`config.mk`:
```
export PLATFORM = sky130hd
export DESIGN_NAME = dmem_arbiter
export DESIGN_NICKNAME = d
export VERILOG_FILES = /design/src/rtl/dmem_arbiter.sv
export SDC_FILE = /design/constraint.sdc
export NUM_CORES = 1
export LEC_CHECK = 0
export CAP_MARGIN = 30
export CORE_AREA = 3 3 113 115
export DETAILED_ROUTE_END_ITERATION = 16
export DIE_AREA = 0 0 116 118
export PLACE_DENSITY = 0.67
export SYNTH_ARGS = -nofsm -noshare
export SYNTH_HDL_FRONTEND = slang
export SYNTH_SLANG_ARGS = --single-unit
```
`constraint.sdc`:
```
create_clock -name clk -period 2.99 [get_ports clk]
set_input_delay 0.897 -clock clk [delete_from_list [all_inputs] [get_ports clk]]
set_output_delay 0.897 -clock clk [all_outputs]
set_load 0.02 [all_outputs]
```
`src/rtl/dmem_arbiter.sv`:
```
// Data-memory arbiter: shares one single-port memory between the MEM stage
// (cpu port, priority) and the external loader/debug port (ext port).
// A starvation counter forces ext in after MAX_WAIT cycles. A burst limit
// hands the memory back to the cpu after MAX_BURST ext grants.
module dmem_arbiter #(
    parameter int unsigned WIDTH     = 32,
    parameter int unsigned MAX_WAIT  = 8,
    parameter int unsigned MAX_BURST = 4
) (
    input  logic             clk,
    input  logic             rst,
    input  logic             cpu_req,
    input  logic             cpu_we,
    input  logic [WIDTH-1:0] cpu_addr,
    input  logic [WIDTH-1:0] cpu_wdata,
    output logic             cpu_stall,
    output logic [WIDTH-1:0] cpu_rdata,
    input  logic             ext_req,
    input  logic             ext_we,
    input  logic [WIDTH-1:0] ext_addr,
    input  logic [WIDTH-1:0] ext_wdata,
    output logic             ext_gnt,
    output logic             ext_rvalid,
    output logic [WIDTH-1:0] ext_rdata,
    output logic [WIDTH-1:0] mem_addr,
    output logic [WIDTH-1:0] mem_wdata,
    output logic             mem_we,
    input  logic [WIDTH-1:0] mem_rdata
);

    localparam int unsigned WAIT_W  = $clog2(MAX_WAIT + 1);
    localparam int unsigned BURST_W = $clog2(MAX_BURST + 1);

    typedef enum logic {
        CPU_OWN = 1'b0,
        EXT_OWN = 1'b1
    } state_t;

    state_t               state;
    logic [WAIT_W-1:0]    wait_cnt;
    logic [BURST_W-1:0]   burst_cnt;
    logic                 grant_cpu;
    logic                 grant_ext;
    logic                 wait_full;
    logic                 burst_full;

    assign wait_full  = (wait_cnt == WAIT_W'(MAX_WAIT));
    assign burst_full = (burst_cnt == BURST_W'(MAX_BURST));

    // Grant decision for the current cycle; nothing is granted while in reset.
    always_comb begin
        grant_cpu = 1'b0;
        grant_ext = 1'b0;
        if (!rst) begin
            case (state)
                CPU_OWN: begin
                    if (ext_req && wait_full) begin
                        grant_ext = 1'b1;
                    end else if (cpu_req) begin
                        grant_cpu = 1'b1;
                    end else if (ext_req) begin
                        grant_ext = 1'b1;
                    end
                end
                EXT_OWN: begin
                    if (ext_req && !burst_full) begin
                        grant_ext = 1'b1;
                    end else if (cpu_req) begin
                        grant_cpu = 1'b1;
                    end
                end
                default: begin
                    grant_cpu = 1'b0;
                    grant_ext = 1'b0;
                end
            endcase
        end
    end

    // Steer the granted port onto the memory; idle cycles drive zeros.
    always_comb begin
        mem_addr  = '0;
        mem_wdata = '0;
        mem_we    = 1'b0;
        cpu_rdata = '0;
        if (grant_ext) begin
            mem_addr  = ext_addr;
            mem_wdata = ext_wdata;
            mem_we    = ext_we;
        end else if (grant_cpu) begin
            mem_addr  = cpu_addr;
            mem_wdata = cpu_wdata;
            mem_we    = cpu_we;
            cpu_rdata = mem_rdata;
        end
        ext_gnt   = grant_ext;
        cpu_stall = cpu_req && !grant_cpu && !rst;
    end

    // Ownership state, starvation and burst counters, registered ext read data.
    always_ff @(posedge clk) begin
        if (rst) begin
            state      <= CPU_OWN;
            wait_cnt   <= '0;
            burst_cnt  <= '0;
            ext_rvalid <= 1'b0;
            ext_rdata  <= '0;
        end else begin
            ext_rvalid <= grant_ext && !ext_we;
            if (grant_ext && !ext_we) begin
                ext_rdata <= mem_rdata;
            end
            if (grant_ext) begin
                state     <= EXT_OWN;
                wait_cnt  <= '0;
                burst_cnt <= (state == EXT_OWN) ? BURST_W'(burst_cnt + 1'b1) : BURST_W'(1);
            end else begin
                state     <= CPU_OWN;
                burst_cnt <= '0;
                if (ext_req && !wait_full) begin
                    wait_cnt <= WAIT_W'(wait_cnt + 1'b1);
                end
            end
        end
    end

endmodule

```
==> results of run 1 <==
through the flow:
stage                     area (um2)  setup TNS, ns  utilization  instances  power, mW
final                           7151         -2.615       0.6003        774      2.215
after floorplan                 2601              0            -        269     0.8914
after detailed placement        5954         -80.06       0.4999        730      1.398
after global placement          5954         -77.21       0.4999        730      1.395
after CTS                       6909         -1.376       0.5800        768      2.191
after global routing            7151         -4.611       0.6003        774      2.297
what timing repair did:
action                     4_1_cts  5_1_grt
buffers inserted                18        6
pin swaps                       28       37
hold buffers                     0        0
setup endpoints to repair       99       98
gates resized for setup        629       56
gates cloned                    12        4
area by class of cell:
cell class / count / area, um2
Inverter: 5 / 18.77
Clock buffer: 5 / 125.1
Clock inverter: 3 / 46.29
Sequential cell: 41 / 823.3
Fill cell: 984 / 4761
Timing Repair Buffer: 375 / 4100
Multi-Input combinational cell: 198 / 1853
Tap cell: 147 / 183.9
layer usage:
metal,track usage,part of all wire
met5,0,0
met2,0.4140,0.51
met4,0.07614,0.029
met3,0.07918,0.11
met1,0.2513,0.35
power groups by stage:
stage	Combinational [mW]	Clock (mW)	Sequential (mW)
5_1_grt	1.05	0.661	0.585
3_5_place_dp	0.805	0	0.593
3_3_place_gp	0.803	0	0.592
2_1_floorplan	0.274	0	0.618
6_report	1.01	0.620	0.583
4_1_cts	0.971	0.638	0.582
state kept, by name, indices dropped and copies added, names as in the netlist:
name,flops
ext_rdata,32
wait_cnt,4
burst_cnt,3
ext_rvalid,1
state,1
path summary, 6_finish.rpt:
check	start	to	slack [ns]	cells past startpoint
setup / recovery	rst	mem_addr[23]	-0.07	9
hold reg to reg	wait_cnt[3]	wait_cnt[3]	0.53	2
hold / removal	wait_cnt[3]	wait_cnt[3]	0.53	2
setup reg to reg	wait_cnt[0]	ext_rdata[28]	0.91	10
logic make-up after synthesis:
family          after synthesis
xor+xnor                      3
mux                          32
simple gates                 87
flops                        41
compound gates               72
buf+inv                      30
fa+ha+maj                     4
layout by cell type (no fill, tap or decap), types with 2 or more instances in the layout:
cell type and count:
nor3b_1 2, buf_8 2, buf_4 55, dfxtp_2 2
nor2_1 6, nand2b_4 2, nor2b_1 32, nand2_1 4
a21oi_1 2, buf_16 11, buf_2 3, a22o_4 15
mux2_2 32, inv_2 2, and2_4 32, ha_1 3
inv_1 3, a22o_1 50, clkdlybuf4s50_1 195, clkbuf_16 9
buf_12 12, xnor2_1 2, dfxtp_1 39, buf_6 93
nand3_1 2
tightest hold or removal path: cells and delay by family (launching register included):
family	cells	cell delay, ns
flops	1	0.35
simple gates	1	0.07
xor+xnor	1	0.07
==> results.yml, run 1 <==
die:
  pin_count: 298
  dieArea_mm2: 0.01369
  rows: 40
  core_area_mm2: 0.01191
  die_h_um: 118
  die_w_um: 116
  start_util: 0.2184
synth:
  synthArstFlopShare: 0
  yosysTopAreaCellShare: 0.3155
  yosys.area_share.simple: 0.2025
  seq_area_frac_synth: 0.3155
  synth.cell_area_mm2: 0.002601
  synth_top_family_by_area: "compound AO/OA/AOI/OAI gates"
  yosysTopAreaCell: "dfxtp_1"
  synthesis.instances: 269
  synth-xor-area-share: 0.01010
  synth_edf_count: 0
  muxShareOfSynthArea: 0.1385
  syn_nets: 439
  synth_cell_types: 29
  yosysWarnings: 0
  synth_compound_gate_area_share: 0.2400
  yosysMostFrequentCell: "a22o_1"
  synth_fa_ha_area_frac: 0.01924
  synth_common_cells: "a22o_1 (65), dfxtp_1 (41), and2_1 (32), mux2_2 (32), nor2b_1 (32)"
  ys_ff_latch: 41
  synth_top_cells_by_area: "dfxtp_1 (32%), a22o_1 (22%), mux2_2 (14%), and2_1 (7.7%), nor2b_1 (7.7%)"
  synth_flop_cell: "dfxtp_1"
  syn_avg_cell_area_um2: 9.670
timing:
  setup_viol: 71
  worst_pin_slew_ns: 0.4153
  fin_ws_ns: -0.06786
  report.final.slew_viol_count: 0
  whs_ns: 0.5330
  slew_headroom: 0.7232
  fin_crit_sh: 1.023
  fin_crit_ns: 3.058
  fmax_ghz: 0.3270
  final.setup_skew_ns: 0.01125
  final_hold_viol_count: 0
  rsz0062_at_grt: "yes"
global_routing:
  grt_pass1_wl_um: 23940
  antenna_found_initial: 0
  grt_pass1_vias: 3883
  grt_util_all_layers: 0.2316
  grt-ovfl-total: 0
  grt_max_degree: 38
drt:
  ant_nets: 0
  drc: 0
  postRouteWirelength_um: 17360
  vias: 3700
  drtIter0Drc: 297
  wl_per_cell_um: 22.43
  drt-pass1-iter-count: 4
  vias_per_cell: 4.780
pwr:
  seqPwrFrac: 0.263
  powerDensity_mw_per_mm2: 309.7
  cellLeakagePower_nw: 3.153
  swShare: 0.2887
  clockPowerShare: 0.280
  irDropWorstVdd_v: 0.0002811
  combPwrFrac: 0.457
  p_int_mw: 1.575
  power.switching_mw: 0.6393
clocking:
  clock-sinks: 41
  cts-root-buf: "clkbuf_16"
  insertion_delay_ns: 0.29
  cts_buffer_depth: 2
  cts_tree: "built"
  cts_max_level: 2
  clkTransAtPathRegs_ns: 0.06
  cts_buffers: 5
final_layout:
  areaGrowthSynthToFinish_pct: 174.9
  nets: 796
  drive_gt1_frac: 0.4482
  antenna_cells: 0
worst_setup_path:
  critical_path_class: "in -> out"
  crit_required_ns: 2.09
  crit_chain: "buf_6 > nand2b_4 > nor3_4 > buf_12 > buf_12 > buf_12 > buf_16 > a22o_1 > buf_6"
  crit_path_top_delay_cell: "nor3_4"
  path_buf_inv: 6
  cp_top_family: "buffers and inverters"
  start_kind: "input pin"
  cp_max_fo: 5
  end_kind: "output pin"
  critPathArrivalTime_ns: 2.16
  slowest_delay_ns: 0.22
  critical_path.most_common_cell: "buf_12"
outcome:
  status: "complete, but fails checks"
  failed_checks: "setup timing"
run:
  maxCapViolCount: 0
placement:
  pre_cts_slack_ns: -0.9089
  portBuffers: 297
  dp_hpwl_um: 11600
  gp_congestion: 0.9455
hold_path:
  hp-class: "reg -> reg"
(Power assumes the default switching activity.)
==> run 2: changes to the inputs <==
--- a/config.mk
+++ b/config.mk
@@ -7,6 +7,7 @@
 export LEC_CHECK = 0
 export CAP_MARGIN = 30
 export CORE_AREA = 3 3 113 115
+export CTS_CLUSTER_DIAMETER = 50
 export DETAILED_ROUTE_END_ITERATION = 16
 export DIE_AREA = 0 0 116 118
 export PLACE_DENSITY = 0.67
==> results of run 2 <==
Same layout as run 1: the final DEF is identical, and so are final timing and power.
==> run 3: changes to the inputs <==
--- a/config.mk
+++ b/config.mk
@@ -10,6 +10,7 @@
 export CTS_CLUSTER_DIAMETER = 50
 export DETAILED_ROUTE_END_ITERATION = 16
 export DIE_AREA = 0 0 116 118
+export MAX_ROUTING_LAYER = met4
 export PLACE_DENSITY = 0.67
 export SYNTH_ARGS = -nofsm -noshare
 export SYNTH_HDL_FRONTEND = slang
==> results.yml, run 3 (synthesis results as in run 1) <==
worst_setup_path:
  crit_chain: "buf_8 > and3_4 > nor3_4 > buf_12 > buf_8 > clkbuf_16 > a22o_1 > buf_4"
  critPathArrivalTime_ns: 2.13
  crit_path_top_delay_cell: "nor3_4"
  slowest_delay_ns: 0.22
  cp_max_fo: 7
  critical_path_class: "in -> out"
  critical_path.most_common_cell: "buf_8"
  crit_required_ns: 2.09
  end_kind: "output pin"
  start_kind: "input pin"
pwr:
  irDropWorstVdd_v: 0.0003288
  seqPwrFrac: 0.274
  swShare: 0.2806
  cellLeakagePower_nw: 2.909
  combPwrFrac: 0.430
  p_int_mw: 1.528
  power.switching_mw: 0.5959
  power.total_mw: 2.124
  clockPowerShare: 0.296
  powerDensity_mw_per_mm2: 321.4
final_layout:
  largest_reg_flops: 32
  fin_cells: 753
  final_common_cell: "clkdlybuf4s50_1"
  areaGrowthSynthToFinish_pct: 154.1
  regMostFlops: "ext_rdata"
  top_regs: "ext_rdata x32, wait_cnt x4, burst_cnt x3"
  final_cell_mix: "clkdlybuf4s50_1 (195), buf_6 (76), a22o_1 (57)"
  final_util: 0.5548
  drive_gt1_frac: 0.3785
  nFillCells: 1011
  nets: 774
drt:
  wl_met1_um: 6007
  vias: 3556
  met3WireLength_um: 1542
  drtIter0Drc: 207
  ant_nets: 0
  drc: 0
  postRouteWirelength_um: 15930
  vias_per_cell: 4.722
  highest_layer: "met4"
  dr_wl_met2_um: 8134
  drt-pass1-iter-count: 4
  wl_per_cell_um: 21.15
global_routing:
  grt_util_all_layers: 0.2165
  antenna_found_initial: 1
  grt_max_degree: 37
  grt_pass1_vias: 3691
  grt-ovfl-total: 0
  grt_pass1_wl_um: 21910
clocking:
  clkTransAtPathRegs_ns: 0.05
  cts_buffer_depth: 2
  cts_max_level: 2
  holdBufCountCts: 0
  cts-root-buf: "clkbuf_16"
  insertion_delay_ns: 0.28
  clock-sinks: 41
  cts_tree: "built"
  cts_buffers: 5
die:
  rows: 40
  start_util: 0.2184
  die_w_um: 116
  core_area_mm2: 0.01191
  die_h_um: 118
  pin_count: 298
  dieArea_mm2: 0.01369
timing:
  final.setup_skew_ns: 0.006868
  worst_pin_slew_ns: 0.3998
  fin_crit_ns: 3.028
  fin_crit_sh: 1.013
  fmax_ghz: 0.3302
  setup_viol: 13
  fin_ws_ns: -0.03808
  final_hold_viol_count: 0
  report.final.slew_viol_count: 0
  rsz0062_at_grt: "yes"
  slew_headroom: 0.7335
placement:
  dp_hpwl_um: 11270
  gp_congestion: 0.9084
  dp_cells: 727
  portBuffers: 297
run:
  maxCapViolCount: 0
outcome:
  failed_checks: "setup timing"
  status: "complete, but fails checks"
hold_path:
  hp-class: "reg -> reg"
[run 3: changes by cell type in the layout (fill, tap and decap cells not counted), sizes merged]
cell,change
clkinv,-1
dlygate4sd2,+1
clkinvlp,-1
buf,-21
diode,+1
[run 3: power by group through the flow]
stage | registers [mW] | clock network, mW | logic (mW)
after floorplan | 0.618 | 0 | 0.274
after global placement | 0.592 | 0 | 0.797
final | 0.582 | 0.630 | 0.912
after global routing | 0.585 | 0.669 | 0.952
after CTS | 0.582 | 0.645 | 0.879
after detailed placement | 0.593 | 0 | 0.797
[run 3: layout make-up]
cell class	count	area, um2	share of cell area
clock inverter	1	30.03	0.004544
timing repair buffer	353	3675	0.5560
sequential	41	822.0	0.1244
clock buffer	7	142.6	0.02158
inverter	5	18.77	0.002840
tap	147	183.9	0.02783
antenna	1	2.502	0.0003786
multi-input combinational	198	1734	0.2624
[run 3: critical path: cells and delay by family]
kind / cells / cell delay (ns)
buffers and inverters: 5 / 0.69
AND/OR/NAND/NOR: 2 / 0.38
AO/OA/AOI/OAI: 1 / 0.16
[run 3: layer usage]
layer	vias up	GRT usage
li1	1645	-
met5	-	-
met4	0	0.03916
met1	1689	0.2484
met3	19	0.05450
met2	203	0.3813
[run 3: what timing repair did]
item / CTS / global route
pin swaps: 22 / 22
gates resized for setup: 550 / 65
gates cloned: 7 / 2
buffers inserted: 10 / 1
setup endpoints to repair: 99 / 87
[run 3: metrics by stage]
stage / cell area [um2] / setup slack [ns] / TNS [ns] / hold WS, ns
6_report: 6609 / -0.03808 / -0.1367 / 0.5165
5_1_grt: 6609 / -0.05651 / -1.924 / 0.5465
4_1_cts: 6407 / -0.05146 / -0.7358 / 0.5226
3_5_place_dp: 5919 / -0.9600 / -85.72 / 0.5011
3_3_place_gp: 5919 / -0.9047 / -81.51 / 0.4895
2_1_floorplan: 2601 / 0.1220 / 0 / 0.4461
[run 3: final timing paths]
kind | from | to | slack (ns) | depth (start not counted)
setup / recovery | ext_req | mem_wdata[21] | -0.04 | 8
hold / removal | state | burst_cnt[0] | 0.52 | 1
hold reg to reg | state | burst_cnt[0] | 0.52 | 1
setup reg to reg | wait_cnt[1] | ext_rdata[26] | 0.89 | 10
